### src/rtl/alu_issue_queue.sv
// In-order operand FIFO feeding an external combinational ALU, with a registered
// result stage. Both sides use valid/ready handshakes.
module alu_issue_queue #(
  parameter int DATA_WIDTH = 32,
  parameter int DEPTH      = 4
) (
  input  logic                       clk,
  input  logic                       rst_n,
  input  logic                       in_valid,
  output logic                       in_ready,
  input  logic [DATA_WIDTH-1:0]      in_A,
  input  logic [DATA_WIDTH-1:0]      in_B,
  input  logic [2:0]                 in_ALUop,
  output logic [DATA_WIDTH-1:0]      alu_A,
  output logic [DATA_WIDTH-1:0]      alu_B,
  output logic [2:0]                 alu_ALUop,
  input  logic [DATA_WIDTH-1:0]      alu_Result,
  input  logic                       alu_Overflow,
  input  logic                       alu_CarryOut,
  input  logic                       alu_Zero,
  output logic                       out_valid,
  input  logic                       out_ready,
  output logic [DATA_WIDTH-1:0]      out_Result,
  output logic                       out_Overflow,
  output logic                       out_CarryOut,
  output logic                       out_Zero,
  output logic                       out_err,
  output logic [$clog2(DEPTH):0]     occupancy
);

  localparam int PW = $clog2(DEPTH);
  localparam int CW = PW + 1;

  logic [DATA_WIDTH-1:0] memA [DEPTH];
  logic [DATA_WIDTH-1:0] memB [DEPTH];
  logic [2:0]            memOp [DEPTH];

  logic [PW-1:0] rdPtr;
  logic [PW-1:0] wrPtr;
  logic [CW-1:0] count;
  logic          push;
  logic          pop;
  logic          notEmpty;
  logic          headIllegal;

  assign notEmpty  = (count != '0);
  assign in_ready  = (count < CW'(DEPTH));
  assign push      = in_valid & in_ready;
  // The FIFO only drains into the output stage when that stage is free or being emptied.
  assign pop       = notEmpty & (~out_valid | out_ready);
  assign occupancy = count;

  assign alu_A     = memA[rdPtr];
  assign alu_B     = memB[rdPtr];
  assign alu_ALUop = notEmpty ? memOp[rdPtr] : 3'b000;

  assign headIllegal = (alu_ALUop == 3'b011) || (alu_ALUop == 3'b100) ||
                       (alu_ALUop == 3'b101);

  // Storage needs no reset: entries are only read once the count says they are valid.
  always_ff @(posedge clk) begin
    if (push) begin
      memA[wrPtr]  <= in_A;
      memB[wrPtr]  <= in_B;
      memOp[wrPtr] <= in_ALUop;
    end
  end

  always_ff @(posedge clk or negedge rst_n) begin
    if (!rst_n) begin
      rdPtr <= '0;
      wrPtr <= '0;
      count <= '0;
    end else begin
      if (push) wrPtr <= wrPtr + PW'(1);
      if (pop)  rdPtr <= rdPtr + PW'(1);
      case ({push, pop})
        2'b10:   count <= count + CW'(1);
        2'b01:   count <= count - CW'(1);
        default: count <= count;
      endcase
    end
  end

  always_ff @(posedge clk or negedge rst_n) begin
    if (!rst_n) begin
      out_valid    <= 1'b0;
      out_Result   <= '0;
      out_Overflow <= 1'b0;
      out_CarryOut <= 1'b0;
      out_Zero     <= 1'b0;
      out_err      <= 1'b0;
    end else if (pop) begin
      out_valid <= 1'b1;
      out_err   <= headIllegal;
      if (headIllegal) begin
        out_Result   <= '0;
        out_Overflow <= 1'b0;
        out_CarryOut <= 1'b0;
        out_Zero     <= 1'b0;
      end else begin
        out_Result   <= alu_Result;
        out_Overflow <= alu_Overflow;
        out_CarryOut <= alu_CarryOut;
        out_Zero     <= alu_Zero;
      end
    end else if (out_ready) begin
      out_valid <= 1'b0;
    end
  end

endmodule

### config.mk
export PLATFORM = sky130hd
export DESIGN_NAME = alu_issue_queue
export DESIGN_NICKNAME = d
export VERILOG_FILES = /design/src/rtl/alu_issue_queue.sv
export SDC_FILE = /design/constraint.sdc
export NUM_CORES = 1
export LEC_CHECK = 0
export BUFFER_PORTS_ARGS = -buffer_cell sky130_fd_sc_hd__buf_2
export CELL_PAD_IN_SITES_DETAIL_PLACEMENT = 2
export CELL_PAD_IN_SITES_GLOBAL_PLACEMENT = 2
export CORE_MARGIN = 2
export CORE_UTILIZATION = 40
export DETAILED_ROUTE_END_ITERATION = 7
export PLACE_DENSITY_LB_ADDON = 0.1
export REMOVE_ABC_BUFFERS = 1
export SYNTH_ARGS = -nofsm -noshare
export SYNTH_HDL_FRONTEND = slang
export SYNTH_SLANG_ARGS = --single-unit
export TNS_END_PERCENT = 20
### constraint.sdc
create_clock -name clk -period 5.3 [get_ports clk]
set_input_delay 0.795 -clock clk [delete_from_list [all_inputs] [get_ports clk]]
set_output_delay 0.795 -clock clk [all_outputs]
set_load 0.03 [all_outputs]
==> impl_metrics.tcl, run 1 <==
set metrics [dict create \
    outcome "finished clean" \
    start_util_pct 40.7 \
    postSynthCellCount 525 \
    yosys-top-cells-area "edfxtp_1 69%, mux4_2 13%, dfrtp_1 9.4%" \
    cts_setup_buffers 0 \
    grt_pass1_vias 6901 \
    track_usage_pct 18.8 \
    rsz0062_at_grt "no" \
    yosysSeqAreaShare_pct 78.1 \
    dp_cells 1092 \
    finalMaxSlewViolations 0 \
    seqCellArea_um2 9160 \
    clk_path_buf_depth 3 \
    final_cells 1157 \
    multi_input_area_um2 2370 \
    cts_buffers 36 \
    tritoncts "done" \
    power_density_nw_per_um2 622 \
    endpoint "alu_B[3]" \
    crit_path_end_kind "output pin" \
    dieArea_um2 30700 \
    cp-start-kind "flip-flop" \
    postLayoutCellArea_um2 14300 \
    gp_congestion 0.726 \
    r2r_cells 3 \
    drcViolationCount 0 \
    dp_hpwl_mm 17.1 \
    core_area_um2 28800 \
    finalSetupViolCount 0 \
    ys_seq_elements 312 \
    nFillCells 2591 \
    r2r-end "out_Result[13]" \
    worstPathMaxFanout 28 \
    clk_latency_ns 0.50 \
    max_cap_viol_count 0 \
    root_buffer "clkbuf_16" \
    pin_count 214 \
    grt-ovfl-total 0 \
    yosysUniqueCellTypes 27 \
    leakage_uw 0.00529 \
    skew_ns 0.0131 \
    drive_gt1_share_pct 44.2 \
    cts.sinks 312 \
    die_w_um 175 \
    area_growth_pct 21.9 \
    mostFrequentLayoutCell "edfxtp_1" \
    grt_pass1_wl_mm 43.3 \
    viasPerCell 5.30 \
    netlist.area_leader.share_pct 68.7 \
    whs_ns 0.480 \
    via_count 6129 \
    dpl_cell_area_um2 13100 \
    ir_drop_uv 362 \
    wl_mm 28.3 \
    yosys_warnings 0 \
    fin_crit_sh_pct 65.1 \
    r2r_slack_ns 2.67 \
    hold_violations 0 \
    fmax_mhz 290 \
    post-route-min-period_ns 3.45 \
    layout_common_cells "268 x edfxtp_1, 213 x buf_2, 67 x mux4_2, 42 x dfrtp_1, 37 x clkbuf_16" \
    setup_tns_ns 0 \
    crit_arrival_ns 2.65 \
    hold_buffers 0 \
    die_h_um 175 \
    startpoint "rdPtr[0]" \
    cts.repair.resized 0 \
    max_slew.worst_pin.slew_ns 1.08 \
    port_buffers 213 \
    rows 62 \
    htreeDepth 2 \
    slew_headroom_pct 27.8 \
    grt_max_degree 69 \
    syn_area_per_cell_um2 22.3 \
    clkTransAtPathRegs_ns 0.06 \
    crit_type "flip-flop to output pin" \
    antenna_found_initial 4 \
    final_core_util_pct 49.6 \
    final_nets 858 \
    reg2reg_from "rdPtr[1]" \
    synth_top_cell_by_area "edfxtp_1" \
    syn_area_um2 11700 \
    drtIter0Drc 352 \
    drtAntennaViolNets 0 \
    post_drt_wl_per_cell_um 24.4 \
    hold_path.class "input pin to asynchronous set/reset pin" \
    cp.required_ns 4.51 \
    firstDrtPassIters 4 \
]
-- through the flow --
stage	worst slack [ns]	total power [uW]
5_1_grt	1.63	9310
3_5_place_dp	2.26	6590
2_1_floorplan	0.800	5580
6_report	1.85	8880
3_3_place_gp	2.32	6470
4_1_cts	1.73	9040
-- critical path: stages, from the launching register on --
cell and delay (ns):
dfrtp_4 0.79, buf_4 0.55, mux4_2 0.60, buf_2 0.20
-- per-layer routing --
metal	routed length, um	share of wire [%]	GRT usage (%)
met2	14100	50	31.1
met4	585	2.1	4.90
met3	1720	6.1	4.92
met1	11800	42	24.8
met5	34	0.12	0
-- cells in the mapped netlist --
cell and n:
edfxtp_1 268, mux4_2 67, dfrtp_1 44, a32o_1 35
and3_1 35, clkbuf_1 20, buf_2 9, inv_1 8
and2_1 7, buf_6 5, ha_1 5, xnor2_1 5
nand2_1 2, nand2b_1 2, a21oi_1 1, a31oi_1 1
buf_1 1, fa_1 1, mux2i_1 1, nand2b_4 1
nand3_1 1, nand3b_4 1, nor2_1 1, nor2b_1 1
o21ai_0 1, or3_1 1, xor2_1 1
-- how the worst min path moves through the flow --
stage / endpoint / slack, ns / cells past startpoint
finish: occupancy[0] / 0.48 / 1
detailed placement: out_Result[30] / 0.48 / 1
global placement: out_Result[19] / 0.47 / 1
global route: memA[1][23] / 0.50 / 1
CTS: memB[1][30] / 0.49 / 1
floorplan: occupancy[0] / 0.50 / 0
-- flip-flops by register name, summed over array words and instances (netlist names) --
name and flops:
memOp 12, wrPtr 2, out_CarryOut 1, out_Zero 1, memB 128, memA 128, out_Overflow 1, out_err 1
out_valid 1, occupancy 3, out_Result 32, rdPtr 2
-- where the power goes --
| group | switching (uW) | internal [uW] |
|---|---|---|
| combinational | 1910 | 1090 |
| sequential | 333 | 3140 |
| clock | 954 | 1460 |
-- kinds of logic after synthesis --
kind of cell	share of synthesized area, %
AOI/OAI and AO/OA	3.13
xor gates and xnor gates	0.448
adders and majority gates	0.705
buffers and inverters	1.79
DFF	78.1
muxes	13.0
and+or+nand+nor	2.88
-- final cells by class --
type | count | share of cell area [%]
Timing Repair Buffer | 218 | 7.73
Clock inverter | 15 | 1.04
Antenna cell | 1 | 0.0175
Tap cell | 384 | 3.36
Inverter | 8 | 0.210
Sequential cell | 312 | 64.1
Multi-Input combinational cell | 170 | 16.6
Clock buffer | 49 | 6.94
Note: power is estimated with default switching activity, not from simulation.
==> run 2: changes to the inputs <==
--- a/config.mk
+++ b/config.mk
@@ -9,7 +9,7 @@
 export CELL_PAD_IN_SITES_DETAIL_PLACEMENT = 2
 export CELL_PAD_IN_SITES_GLOBAL_PLACEMENT = 2
 export CORE_MARGIN = 2
-export CORE_UTILIZATION = 40
+export CORE_UTILIZATION = 38
 export DETAILED_ROUTE_END_ITERATION = 7
 export PLACE_DENSITY_LB_ADDON = 0.1
 export REMOVE_ABC_BUFFERS = 1
==> constraint.sdc (replaced) <==
create_clock -name clk -period 2.85 [get_ports clk]
set_input_delay 0.4275 -clock clk [delete_from_list [all_inputs] [get_ports clk]]
set_output_delay 0.4275 -clock clk [all_outputs]
set_load 0.03 [all_outputs]
==> run 2 against run 1 <==
Compared with the run above:
- cell area up 0.19%
- sequential share of layout area down 0.12 points
- critical path depth unchanged
- final cell count up 1.6%
- register-to-register slack worse by 2.0 ns
- count of clock-buffer cells in the layout down 3
- largest cell class unchanged
- largest power group unchanged
==> impl_metrics.tcl, run 2 (synthesis gave the netlist of run 1 again) <==
set metrics [dict create \
    outcome "finished clean" \
    finalMaxSlewViolations 0 \
    postLayoutCellArea_um2 14300 \
    drive_gt1_share_pct 44.3 \
    slew_headroom_pct 59.8 \
    post_drt_wl_per_cell_um 23.6 \
    cts.sinks 312 \
    dpl_cell_area_um2 13300 \
    cp-start-kind "flip-flop" \
    firstDrtPassIters 4 \
    top_layer "met5" \
    drtIter0Drc 298 \
    r2r-end "out_Result[25]" \
    crit_type "flip-flop to output pin" \
    die_h_um 180 \
    final_core_util_pct 46.9 \
    port_buffers 213 \
    setup_tns_ns 0 \
    cts_buffers 35 \
    critPathMaxStageDelay_ns 0.60 \
    r2r_slack_ns 0.69 \
    met1_length_mm 11.4 \
    max_slew.worst_pin.slew_ns 0.602 \
    rows 64 \
    via_count 6039 \
    final_nets 869 \
    crit_arrival_ns 2.23 \
    dp_hpwl_mm 17.8 \
    cp.required_ns 2.42 \
    area_growth_pct 22.1 \
    htreeDepth 2 \
    clk_path_buf_depth 3 \
    drtAntennaViolNets 0 \
    grt_max_degree 53 \
    hold_path.class "input pin to flip-flop" \
    power_density_nw_per_um2 1120 \
    worstHoldStart "in_A[25]" \
    finalSetupViolCount 0 \
    reg2reg_from "rdPtr[0]" \
    wl_mm 27.7 \
    max_cap_viol_count 0 \
    track_usage_pct 17.3 \
    cts.repair.resized 0 \
    dieArea_um2 32300 \
    tritoncts "done" \
    fmax_mhz 377 \
    wl_met2_mm 14.2 \
    grt-ovfl-total 0 \
    hold_violations 0 \
    min_to "memA[0][25]" \
    antenna_found_initial 4 \
    root_buffer "clkbuf_16" \
    rsz0062_at_grt "no" \
    crit_path_end_kind "output pin" \
    skew_ns 0.0141 \
    reg_top3 "memA x128, memB x128, out_Result x32" \
    min_path_cells 1 \
    clkTransAtPathRegs_ns 0.06 \
    worstPathMaxFanout 38 \
    leakage_uw 0.00529 \
    layout_common_cells "268 x edfxtp_1, 213 x buf_2, 67 x mux4_2, 42 x dfrtp_1" \
    fin_crit_sh_pct 93.2 \
    grt_pass1_wl_mm 43.1 \
    start_util_pct 38.4 \
    clk_latency_ns 0.49 \
    ir_drop_uv 467 \
    mostFrequentLayoutCell "edfxtp_1" \
    whs_ns 0.150 \
    grt_pass1_vias 6890 \
    viasPerCell 5.14 \
    gp_congestion 0.693 \
    wl_met3_mm 1.70 \
    pin_count 214 \
    cp_slowest_cell "mux4_2" \
    r2r_cells 3 \
    path_cells "buf_12 -> mux4_2 -> buf_2" \
    post-route-min-period_ns 2.66 \
    die_w_um 180 \
    drcViolationCount 0 \
    core_area_um2 30500 \
]
## run 2: changes by cell type in the layout (fill, tap and decap cells not counted), sizes merged
cell and delta:
buf +11, bufinv -3, dlygate4sd3 +1, clkinv +1, clkbuf -3
## run 2: routing by layer
metal	GRT usage, %	up-vias
met5	0	-
met4	3.71	8
met3	4.74	37
met2	30.0	174
met1	22.0	3167
li1	-	2653
## run 2: worst max-delay path by stage
stage / start / end / slack [ns] / depth (start not counted)
2_1_floorplan: rdPtr[0] / out_CarryOut / -1.34 / 3
3_3_place_gp: rdPtr[0] / alu_A[4] / 0.51 / 3
3_5_place_dp: rdPtr[0] / alu_A[25] / 0.50 / 3
4_1_cts: rdPtr[0] / alu_A[25] / 0.13 / 3
5_1_grt: rdPtr[0] / alu_A[23] / 0.09 / 3
6_report: rdPtr[0] / alu_A[25] / 0.19 / 3
## run 2: area by class of cell
type,count,area [um^2]
fillers,2775,16200
flip-flops and latches,312,9160
multi-input cells,170,2370
repair buffers,230,1280
clock buffers,46,917
well taps,396,495
clock inverters,13,60.1
inverters,8,30.0
diodes,1,2.50
## run 2: power breakdown
| group | total, uW | internal [uW] | leakage [uW] | switching, uW |
|---|---|---|---|---|
| clock | 3920 | 2250 | 0.000479 | 1660 |
| combinational | 5930 | 2130 | 0.00183 | 3800 |
| sequential | 6200 | 5830 | 0.00298 | 370 |
## run 2: critical path: cells and delay by family (launching register included)
kind                   cells  cell delay, ns
buffers and inverters      2            0.55
DFF                        1            0.57
muxes                      1            0.60
## run 2: what timing repair did
| action | 4_1_cts | 5_1_grt |
|---|---|---|
| endpoints found under the hold margin | 10 | 0 |
| hold buffers | 1 | 0 |
| setup buffers | 1 | 0 |
| setup endpoints to repair | 2 | 0 |
## run 2: stage by stage
stage / setup WS [ns] / power, uW / cells
4_1_cts: 0.126 / 16400 / 1175
5_1_grt: 0.0945 / 16900 / 1175
2_1_floorplan: -1.34 / 10400 / 490
6_report: 0.195 / 16000 / 1176
3_5_place_dp: 0.503 / 12300 / 1114
3_3_place_gp: 0.509 / 12200 / 1114
